<file path="src/rtl/pipe_ctrl.sv">
// pipe_ctrl: hazard controller for the 5-stage core.
// Drives per-stage load/bubble vectors and the PC jump, and keeps debug counters.
//
// Ports:
//   clk, rstn          core clock, async active-low reset
//   mem_busy_i         data memory not ready (MEM holds)
//   ex_busy_i          multi-cycle EX op in progress
//   ld_use_i           load-use hazard seen in ID
//   jump_i/jump_addr_i taken branch/jump resolved in EX and its target
//   cnt_clr_i          synchronous clear of both counters
//   hold_en_o          per-stage load enable [0]pc [1]if_id [2]id_ex [3]ex_mem [4]mem_wb
//   flush_o            per-stage bubble insert (same bit order)
//   pc_jump_o          PC loads pc_jump_addr_o this cycle
//   pc_jump_addr_o     jump target to the PC
//   stall_cnt_o        saturating count of cycles with the PC held
//   flush_cnt_o        saturating count of applied jumps
module pipe_ctrl #(
    parameter int ADDR_W = 32,
    parameter int CNT_W  = 16
) (
    input  logic              clk,
    input  logic              rstn,
    input  logic              mem_busy_i,
    input  logic              ex_busy_i,
    input  logic              ld_use_i,
    input  logic              jump_i,
    input  logic [ADDR_W-1:0] jump_addr_i,
    input  logic              cnt_clr_i,
    output logic [4:0]        hold_en_o,
    output logic [4:0]        flush_o,
    output logic              pc_jump_o,
    output logic [ADDR_W-1:0] pc_jump_addr_o,
    output logic [CNT_W-1:0]  stall_cnt_o,
    output logic [CNT_W-1:0]  flush_cnt_o
);

    typedef enum logic [1:0] {
        RUN      = 2'd0,
        STALL    = 2'd1,
        STALL_JP = 2'd2
    } state_t;

    state_t            state_q;
    logic [ADDR_W-1:0] jp_addr_q;
    logic [CNT_W-1:0]  stall_cnt_q;
    logic [CNT_W-1:0]  flush_cnt_q;

    logic busy;
    logic pend_jp;
    logic jump_apply;

    assign busy    = mem_busy_i | ex_busy_i;
    assign pend_jp = (state_q == STALL_JP);

    // A pending jump belongs to the same EX instruction still presenting
    // jump_i, so it takes the place of any new jump request.
    assign jump_apply = !busy && (pend_jp || jump_i);

    assign pc_jump_addr_o = pend_jp ? jp_addr_q : jump_addr_i;

    always_comb begin
        hold_en_o = 5'b11111;
        flush_o   = 5'b00000;
        pc_jump_o = 1'b0;
        priority case (1'b1)
            mem_busy_i: begin
                hold_en_o = 5'b10000;
                flush_o   = 5'b10000;
            end
            ex_busy_i: begin
                hold_en_o = 5'b11000;
                flush_o   = 5'b01000;
            end
            jump_apply: begin
                hold_en_o = 5'b11111;
                flush_o   = 5'b00110;
                pc_jump_o = 1'b1;
            end
            ld_use_i: begin
                hold_en_o = 5'b11100;
                flush_o   = 5'b00100;
            end
            default: begin
                hold_en_o = 5'b11111;
                flush_o   = 5'b00000;
            end
        endcase
    end

    always_ff @(posedge clk or negedge rstn) begin
        if (!rstn) begin
            state_q   <= RUN;
            jp_addr_q <= '0;
        end else begin
            unique case (state_q)
                RUN, STALL: begin
                    if (busy && jump_i) begin
                        state_q   <= STALL_JP;
                        jp_addr_q <= jump_addr_i;
                    end else if (busy) begin
                        state_q <= STALL;
                    end else begin
                        state_q <= RUN;
                    end
                end
                STALL_JP: begin
                    if (!busy) begin
                        state_q <= RUN;
                    end
                end
                default: begin
                    state_q <= RUN;
                end
            endcase
        end
    end

    always_ff @(posedge clk or negedge rstn) begin
        if (!rstn) begin
            stall_cnt_q <= '0;
            flush_cnt_q <= '0;
        end else begin
            if (cnt_clr_i) begin
                stall_cnt_q <= '0;
            end else if (!hold_en_o[0] && (stall_cnt_q != '1)) begin
                stall_cnt_q <= stall_cnt_q + 1'b1;
            end
            if (cnt_clr_i) begin
                flush_cnt_q <= '0;
            end else if (pc_jump_o && (flush_cnt_q != '1)) begin
                flush_cnt_q <= flush_cnt_q + 1'b1;
            end
        end
    end

    assign stall_cnt_o = stall_cnt_q;
    assign flush_cnt_o = flush_cnt_q;

endmodule

</file>
<file path="config.mk">
export PLATFORM = sky130hd
export DESIGN_NAME = pipe_ctrl
export DESIGN_NICKNAME = d
export VERILOG_FILES = /design/src/rtl/pipe_ctrl.sv
export SDC_FILE = /design/constraint.sdc
export NUM_CORES = 1
export LEC_CHECK = 0
export BUFFER_PORTS_ARGS = -buffer_cell sky130_fd_sc_hd__clkbuf_2
export CORE_UTILIZATION = 36
export DETAILED_ROUTE_END_ITERATION = 10
export GPL_ROUTABILITY_DRIVEN = 0
export GPL_TIMING_DRIVEN = 0
export HOLD_SLACK_MARGIN = 0.03
export PLACE_DENSITY_LB_ADDON = 0.15
export SYNTH_ARGS = -nofsm -noshare
export SYNTH_HDL_FRONTEND = slang
export SYNTH_SLANG_ARGS = --single-unit
</file>
<file path="constraint.sdc">
create_clock -name clk -period 2.1 [get_ports clk]
set_input_delay 0.525 -clock clk [delete_from_list [all_inputs] [get_ports clk]]
set_output_delay 0.525 -clock clk [all_outputs]
set_load 0.1 [all_outputs]
</file>
======== Word level (Yosys, flattened, before mapping) ========
Cells that the tools add are included.
word-level totals
  register bits ........................... 66
  input port bits ......................... 39
  output and inout port bits .............. 75
  logic and storage cells ................. 44
operators by class
  add/sub/neg operators ................... 2
  equality and inequality tests ........... 5
  multiplexer cells ....................... 20
  bitwise gates (word level) .............. 1
  reduce and logical (&&, ||, !) cells .... 12
operator list
  operator                                                          count
  16-bit 2-to-1 mux                                                 4
  16-bit by 1-bit adder with 16-bit output (second input constant)  2
  32-bit 2-to-1 mux                                                 1
  16-bit inequality test (second input constant)                    2
  5-bit 2-to-1 mux                                                  4
  2-bit 2-to-1 mux                                                  3
  3-bit 2-to-1 mux                                                  2
  1-bit logical AND                                                 4
  1-bit 2-to-1 mux                                                  4
  4-bit 2-to-1 mux                                                  1
  2-bit one-hot mux with 2 select lines                             1
  2-bit nonzero test                                                2
  2-bit by 1-bit == test with 1-bit output (second input constant)  1
  2-bit == test (second input constant)                             1
  1-bit zero test                                                   2
  2-bit zero test                                                   1
  2-bit inequality test (second input constant)                     1
  2-bit AND reduction                                               1
  2-bit OR reduction                                                1
  1-bit logical OR                                                  1
  1-bit bitwise OR                                                  1

======== Longest topological paths before layout ========
Gate-level depths: netlist (run 1).
  depth after elaboration ................. 10
  depth in mapped cells ................... 8
  mapped depth without buffers ............ 6

======== Least setup slack after synthesis (run 1) ========
No wires, ideal clock.
  kind .................................... in2out
  from .................................... input port mem_busy_i
  to ...................................... output port flush_o[2]
  arrival time ............................ 2.714 ns
  required time ........................... 1.575 ns
  setup slack ............................. -1.139 ns
  stages on the path ...................... 3
  path buffers ............................ 0
  cell sequence ........................... nor2_4 -> o21a_1 -> a21o_1
on the way
  word-level cells in the longest chain between the ends .. 6
ends and longest elaborated chain
  what                  line  text
  start, declared       23    input logic mem_busy_i,
  1-bit bitwise OR      52    assign busy = mem_busy_i | ex_busy_i;
  1-bit zero test       -
  1-bit logical AND     57    assign jump_apply = !busy && (pend_jp || jump_i);
  3-bit 2-to-1 mux      65    priority case (1'b1)
  4-bit 2-to-1 mux      65
  5-bit 2-to-1 mux (*)  65
  end, declared         30    output logic [4:0] flush_o,
Every way passes the cells marked *; elsewhere a longest branch is shown, timed or not.

======== Worst setup path after layout (run 1) ========
  from .................................... register state_q[0]
  to ...................................... output port pc_jump_addr_o[11]
on the way
  word-level cells in the longest chain between the ends .. 2
ends and longest elaborated chain
  what                    line  text
  start, declared         43    state_t state_q;
  start signal, assigned  92    state_q <= RUN;
  start signal, assigned  98    state_q <= STALL_JP;
  start signal, assigned  101   state_q <= STALL;
  2-bit == test           53    assign pend_jp = (state_q == STALL_JP);
  32-bit 2-to-1 mux       59    assign pc_jump_addr_o = pend_jp ? jp_addr_q : jump_addr_i;
  end, declared           32    output logic [ADDR_W-1:0] pc_jump_addr_o,
No other way between the ends.

==> out/results.ini, run 1 <==
[synth]
synthXorXnorAreaFrac_pct = 5.24
synth_cell_types = 45
synth_top_family_by_area = multiplexers
netlist_instances = 309
synth_ff_type = dfrtp_1
synth_compound_gate_area_share_pct = 4.81
ys_async_sr_fraction_pct = 100
ys_seq_area_share_pct = 47.1
yosysWarnings = 0
synth_fa_ha_area_share_pct = 0.713
synthSimpleGateAreaFrac_pct = 16.9
synthMuxAreaShare_pct = 21.8
synth-edff-count = 0
ys_seq_elements = 66
synth.avg_cell_area_sq_um = 11.4
syn-num-nets = 350
synth_area_sq_um = 3510

[worst_setup_path]
cp-start-kind = flip-flop
crit_path_max_fanout = 8
worst-r2r-cell-count = 11
cpMostUsedCell = clkbuf_16
crit_chain = nor2b_4, buf_12, clkbuf_16, mux2_4, clkbuf_16
cp_slowest_cell = dfrtp_1
critPathCaptureType = output pin
arrival_ns = 1.73
critPathRequiredTime_ns = 1.57
max_stage_delay_ns = 0.40
path_class = reg -> out

[clock_network]
clock_path_buffers = 2
clock-root-buffer = clkbuf_8
cts_tree = done
cts_buffers = 9
cts.clk_slew.worst_paths_ns = 0.08
ctsHtreeMaxLevel = 3
clock_latency_ns = 0.35
clock-sinks = 66

[route]
vias = 2930
routedWlPerCell_um = 15.9
dr.pass1.iters = 4
via_per_inst = 5.03
drc = 0
routed_wl_mm = 9.27
ant_nets = 0
drt_iter0_drc = 48

[layout]
final_common_cell = clkbuf_2
final_area_sq_um = 5690
diodes = 0
nets = 489
stdcell_count = 582
area_growth_pct = 62.1
drive_gt1_share_pct = 56.5
mostFrequentLayoutCells = clkbuf_2 (72), dfrtp_1 (44), clkbuf_16 (42), mux2_4 (33), mux2_2 (32)

[placement]
dpl-instance-area_sq_um = 4320
dpl.hpwl_mm = 5.81
post-place-ws_ns = -0.347
port_buffers = 110
dp_cells = 549

[power_and_ir_drop]
power_density_nw_per_um2 = 1140
power_leakage_nw = 2.56
ir_drop_uv = 836

[sta]
setup_ws_ns = -0.159
rsz0062_at_grt = yes
timing.hold.ws_ns = 0.153
worstMarginPinSlew_ns = 0.684
slew_violations = 0
post-route-min-period_ns = 2.26
setup_violations = 33
post-route-period-util_pct = 108
slew_headroom_pct = 54.3
max_freq_mhz = 443
hold_violations = 0
clock_skew_ns = 0.0103

[floorplan]
die_area_sq_um = 10100
row_count = 35
num_io_pins = 114
initial_core_util_pct = 37.6
die_w_um = 101
die_h_um = 101
core_area_sq_um = 9330

[job]
cap_violations = 0

[grt]
grt_pass1_wl_mm = 15.4
grt_pass1_vias = 3020
antenna_found_initial = 0
grt-ovfl-total = 0
grt_use_total_pct = 19.7
grt_max_degree = 35

[worst_hold_path]
hold_class = in -> async

[outcome]
status = finished with violations
violations = negative setup slack

-- cells by family after synthesis --
group / Yosys count
buffers and inverters: 20
XOR/XNOR: 21
other: 2
AO/OA/AOI/OAI: 23
multiplexers: 68
AND/OR/NAND/NOR: 107
adder cells (fa/ha/maj): 2
flip-flops: 66
-- per-layer routing --
layer,up-vias,global-route usage (%),wire length (um)
met5,-,0,0
met4,0,7.69,158
met3,13,5.06,504
met2,87,31.3,4490
met1,1442,25.7,4120
li1,1388,-,-
-- where the power goes --
part	internal, W	switching, W	total (W)
clock	0.000740	0.000538	0.00128
combinational	0.00156	0.00203	0.00359
sequential	0.00150	0.000132	0.00164
-- layout make-up --
| class | instances | area, sq um |
|---|---|---|
| Clock inverter | 5 | 85.1 |
| Clock buffer | 11 | 151 |
| Multi-Input combinational cell | 223 | 1900 |
| Buffer | 17 | 199 |
| Inverter | 3 | 11.3 |
| Timing Repair Buffer | 128 | 1500 |
| Tap cell | 129 | 161 |
| Sequential cell | 66 | 1680 |
| Fill cell | 803 | 3640 |
-- synth_stat cells, types with 2 or more instances --
master | count | area share, %
clkbuf_1 | 7 | 0.75
nand2b_1 | 2 | 0.36
buf_4 | 5 | 1.1
nor2b_1 | 5 | 0.89
ha_1 | 2 | 0.71
nand3_1 | 7 | 1.0
and3_1 | 3 | 0.54
o21ai_0 | 3 | 0.43
a21oi_1 | 6 | 0.86
nor3_1 | 12 | 1.7
xor2_1 | 2 | 0.50
buf_2 | 3 | 0.43
and4_1 | 5 | 1.2
mux2_2 | 64 | 21
mux2_1 | 3 | 0.96
xnor2_1 | 19 | 4.7
conb_1 | 2 | 0.21
a31oi_1 | 2 | 0.36
nor2_1 | 29 | 3.1
and2_1 | 4 | 0.71
nand2_1 | 13 | 1.4
nor4_1 | 10 | 1.8
dfrtp_1 | 66 | 47
inv_1 | 2 | 0.21
o2111ai_1 | 4 | 1.0
nand4_1 | 9 | 1.6
buf_6 | 2 | 0.64
-- critical path, delay by kind of cell (launching register included) --
family        cells  cell delay [ns]
flops             1             0.40
buf+inv           3             0.52
mux               1             0.32
simple gates      1             0.15
-- path summary, 6_finish.rpt --
check / startpoint / endpoint / slack [ns]
max: state_q[0]$_DFFE_PN0P_ / pc_jump_addr_o[11] / -0.16
min: rstn / stall_cnt_o[13]$_DFFE_PN0P_ / 0.15
max reg2reg: state_q[1]$_DFFE_PN0P_ / stall_cnt_o[5]$_DFFE_PN0P_ / 0.06
min reg2reg: jp_addr_q[31]$_DFFE_PN0P_ / jp_addr_q[31]$_DFFE_PN0P_ / 0.51
max in group asynchronous: rstn / flush_cnt_o[1]$_DFFE_PN0P_ / 1.36
min in group clk: jump_addr_i[21] / jp_addr_q[21]$_DFFE_PN0P_ / 0.42
-- metrics by stage --
stage / power, W / utilization [%] / setup TNS [ns]
after floorplan: 0.00372 / - / -2.11
after global placement: 0.00404 / 46.0 / -15.91
after detailed placement: 0.00407 / 46.3 / -9.59
after CTS: 0.00654 / 60.8 / -5.65
after global routing: 0.00675 / 61.0 / -6.45
final: 0.00651 / 61.0 / -4.53
-- timing repair --
item,in CTS,in global routing
setup endpoints to repair,37,45
hold buffers,0,0
gates cloned,4,0
resized for setup,161,7
pin swaps,2,3
setup buffers,12,3
-- state kept, by name, summed over array words and instances (netlist names) --
register     cells
stall_cnt_o     16
jp_addr_q       32
state_q          2
flush_cnt_o     16
Note: power is estimated with default switching activity, not from simulation.
==> run 2, diff against run 1 <==
--- a/config.mk
+++ b/config.mk
@@ -12,6 +12,7 @@
 export GPL_TIMING_DRIVEN = 0
 export HOLD_SLACK_MARGIN = 0.03
 export PLACE_DENSITY_LB_ADDON = 0.15
+export RECOVER_POWER = 50
 export SYNTH_ARGS = -nofsm -noshare
 export SYNTH_HDL_FRONTEND = slang
 export SYNTH_SLANG_ARGS = --single-unit
==> run 2 against run 1 <==
Against the previous run:
- the flow still finishes with violations (negative setup slack)
- power about the same
- first-iteration DRC count unchanged
- sequential share of layout area grew 0.089 points
- fmax about the same
- largest cell class unchanged
==> out/results.ini, run 2 (same netlist as run 1, synthesis figures left out) <==
[job]
cap_violations = 0

[layout]
nets = 489
diodes = 0
stdcell_count = 582
largest_register_ffs = 32
area_growth_pct = 61.5
num-fill-cells = 806
multiInputGateArea_sq_um = 1900
mostFrequentLayoutCells = clkbuf_2 (73), dfrtp_1 (45), clkbuf_16 (42), mux2_4 (33), mux2_2 (32)
regMostFlops = jp_addr_q
drive_gt1_share_pct = 55.8
final_common_cell = clkbuf_2
fin_util_pct = 60.8
ff_latch_area_sq_um = 1680

[sta]
post-route-period-util_pct = 108
hold_violations = 0
max_freq_mhz = 443
clock_skew_ns = 0.0103
timing.hold.ws_ns = 0.266
setup_ws_ns = -0.158
slew_violations = 0
post-route-min-period_ns = 2.26
worstMarginPinSlew_ns = 0.891
setup_violations = 33
slew_headroom_pct = 40.6
rsz0062_at_grt = yes

[clock_network]
cts_buffers = 9
clock-sinks = 66
clock_latency_ns = 0.35
cts_tree = done
cts.clk_slew.worst_paths_ns = 0.08
clock_path_buffers = 2
ctsHtreeMaxLevel = 3
clock-root-buffer = clkbuf_8
cts_hold_buf = 0

[route]
routedWlPerCell_um = 15.9
drt_iter0_drc = 48
drc = 0
vias = 2931
dr.pass1.iters = 4
routed_wl_mm = 9.27
via_per_inst = 5.04
ant_nets = 0

[worst_setup_path]
rr_startpoint = state_q[1]$_DFFE_PN0P_
cp-start-kind = flip-flop
crit_path_max_fanout = 8
arrival_ns = 1.73
critPathRequiredTime_ns = 1.57
crit_start = state_q[0]$_DFFE_PN0P_
cp_slowest_cell = dfrtp_1
critPathBufInv = 3
max_stage_delay_ns = 0.40
cp_top_family = buffers and inverters
path_class = reg -> out
cpMostUsedCell = clkbuf_16
crit_chain = nor2b_4, buf_12, clkbuf_16, mux2_4, clkbuf_16
critPathCaptureType = output pin

[power_and_ir_drop]
power_density_nw_per_um2 = 1150
power_leakage_nw = 2.55
ir_drop_uv = 836
total_power_w = 0.00650

[placement]
dp_cells = 549
post-place-ws_ns = -0.347
dpl.hpwl_mm = 5.81
port_buffers = 110

[grt]
grt-ovfl-total = 0
grt_pass1_wl_mm = 15.4
grt_max_degree = 35
grt_pass1_vias = 3020
grt_use_total_pct = 19.7
antenna_found_initial = 0

[outcome]
violations = negative setup slack
status = finished with violations

[worst_hold_path]
hold_class = in -> async

[floorplan]
initial_core_util_pct = 37.6
row_count = 35
die_area_sq_um = 10100
die_h_um = 101
core_area_sq_um = 9330
die_w_um = 101
num_io_pins = 114

## run 2: routing by layer
metal	vias to the layer above	track usage (%)	part of all wire, %
li1	1388	-	-
met1	1443	25.7	44
met2	87	31.3	48
met3	13	5.06	5.4
met4	0	7.69	1.7
met5	-	0	0
## run 2: final timing paths
| path | endpoint | slack, ns | depth (start not counted) |
|---|---|---|---|
| worst min-delay path | stall_cnt_o[13]$_DFFE_PN0P_ | 0.27 | 1 |
| worst min register to register | jp_addr_q[31]$_DFFE_PN0P_ | 0.51 | 1 |
| max in group asynchronous | flush_cnt_o[1]$_DFFE_PN0P_ | 0.40 | 2 |
| min in group clk | jp_addr_q[21]$_DFFE_PN0P_ | 0.42 | 2 |
| worst max register to register | stall_cnt_o[5]$_DFFE_PN0P_ | 0.06 | 11 |
| worst max-delay path | pc_jump_addr_o[11] | -0.16 | 5 |
## run 2: where the power goes
group,leakage [nW],internal [W],switching (W),total (W)
Sequential,0.809,0.00150,0.000132,0.00164
Combinational,1.63,0.00156,0.00203,0.00359
Clock,0.116,0.000740,0.000538,0.00128
## run 2: layout make-up
type	count	area share [%]
multi-input cells	223	33.5
flip-flops and latches	66	29.6
repair buffers	128	26.2
plain buffers	17	3.49
well taps	129	2.85
clock buffers	11	2.67
clock inverters	5	1.50
inverters	3	0.199
## run 2: timing repair
action,4_1_cts,5_1_grt
gates resized for setup,161,7
pin swaps,2,3
cloned,4,0
hold endpoints to repair,0,0
buffers inserted,12,3
endpoints found under the setup margin,37,45
## run 2: through the flow
stage	area (sq um)	TNS (ns)
final	5670	-4.50
after global routing	5670	-6.45
after CTS	5670	-5.65
after detailed placement	4320	-9.59
after global placement	4290	-15.91
after floorplan	3580	-2.11
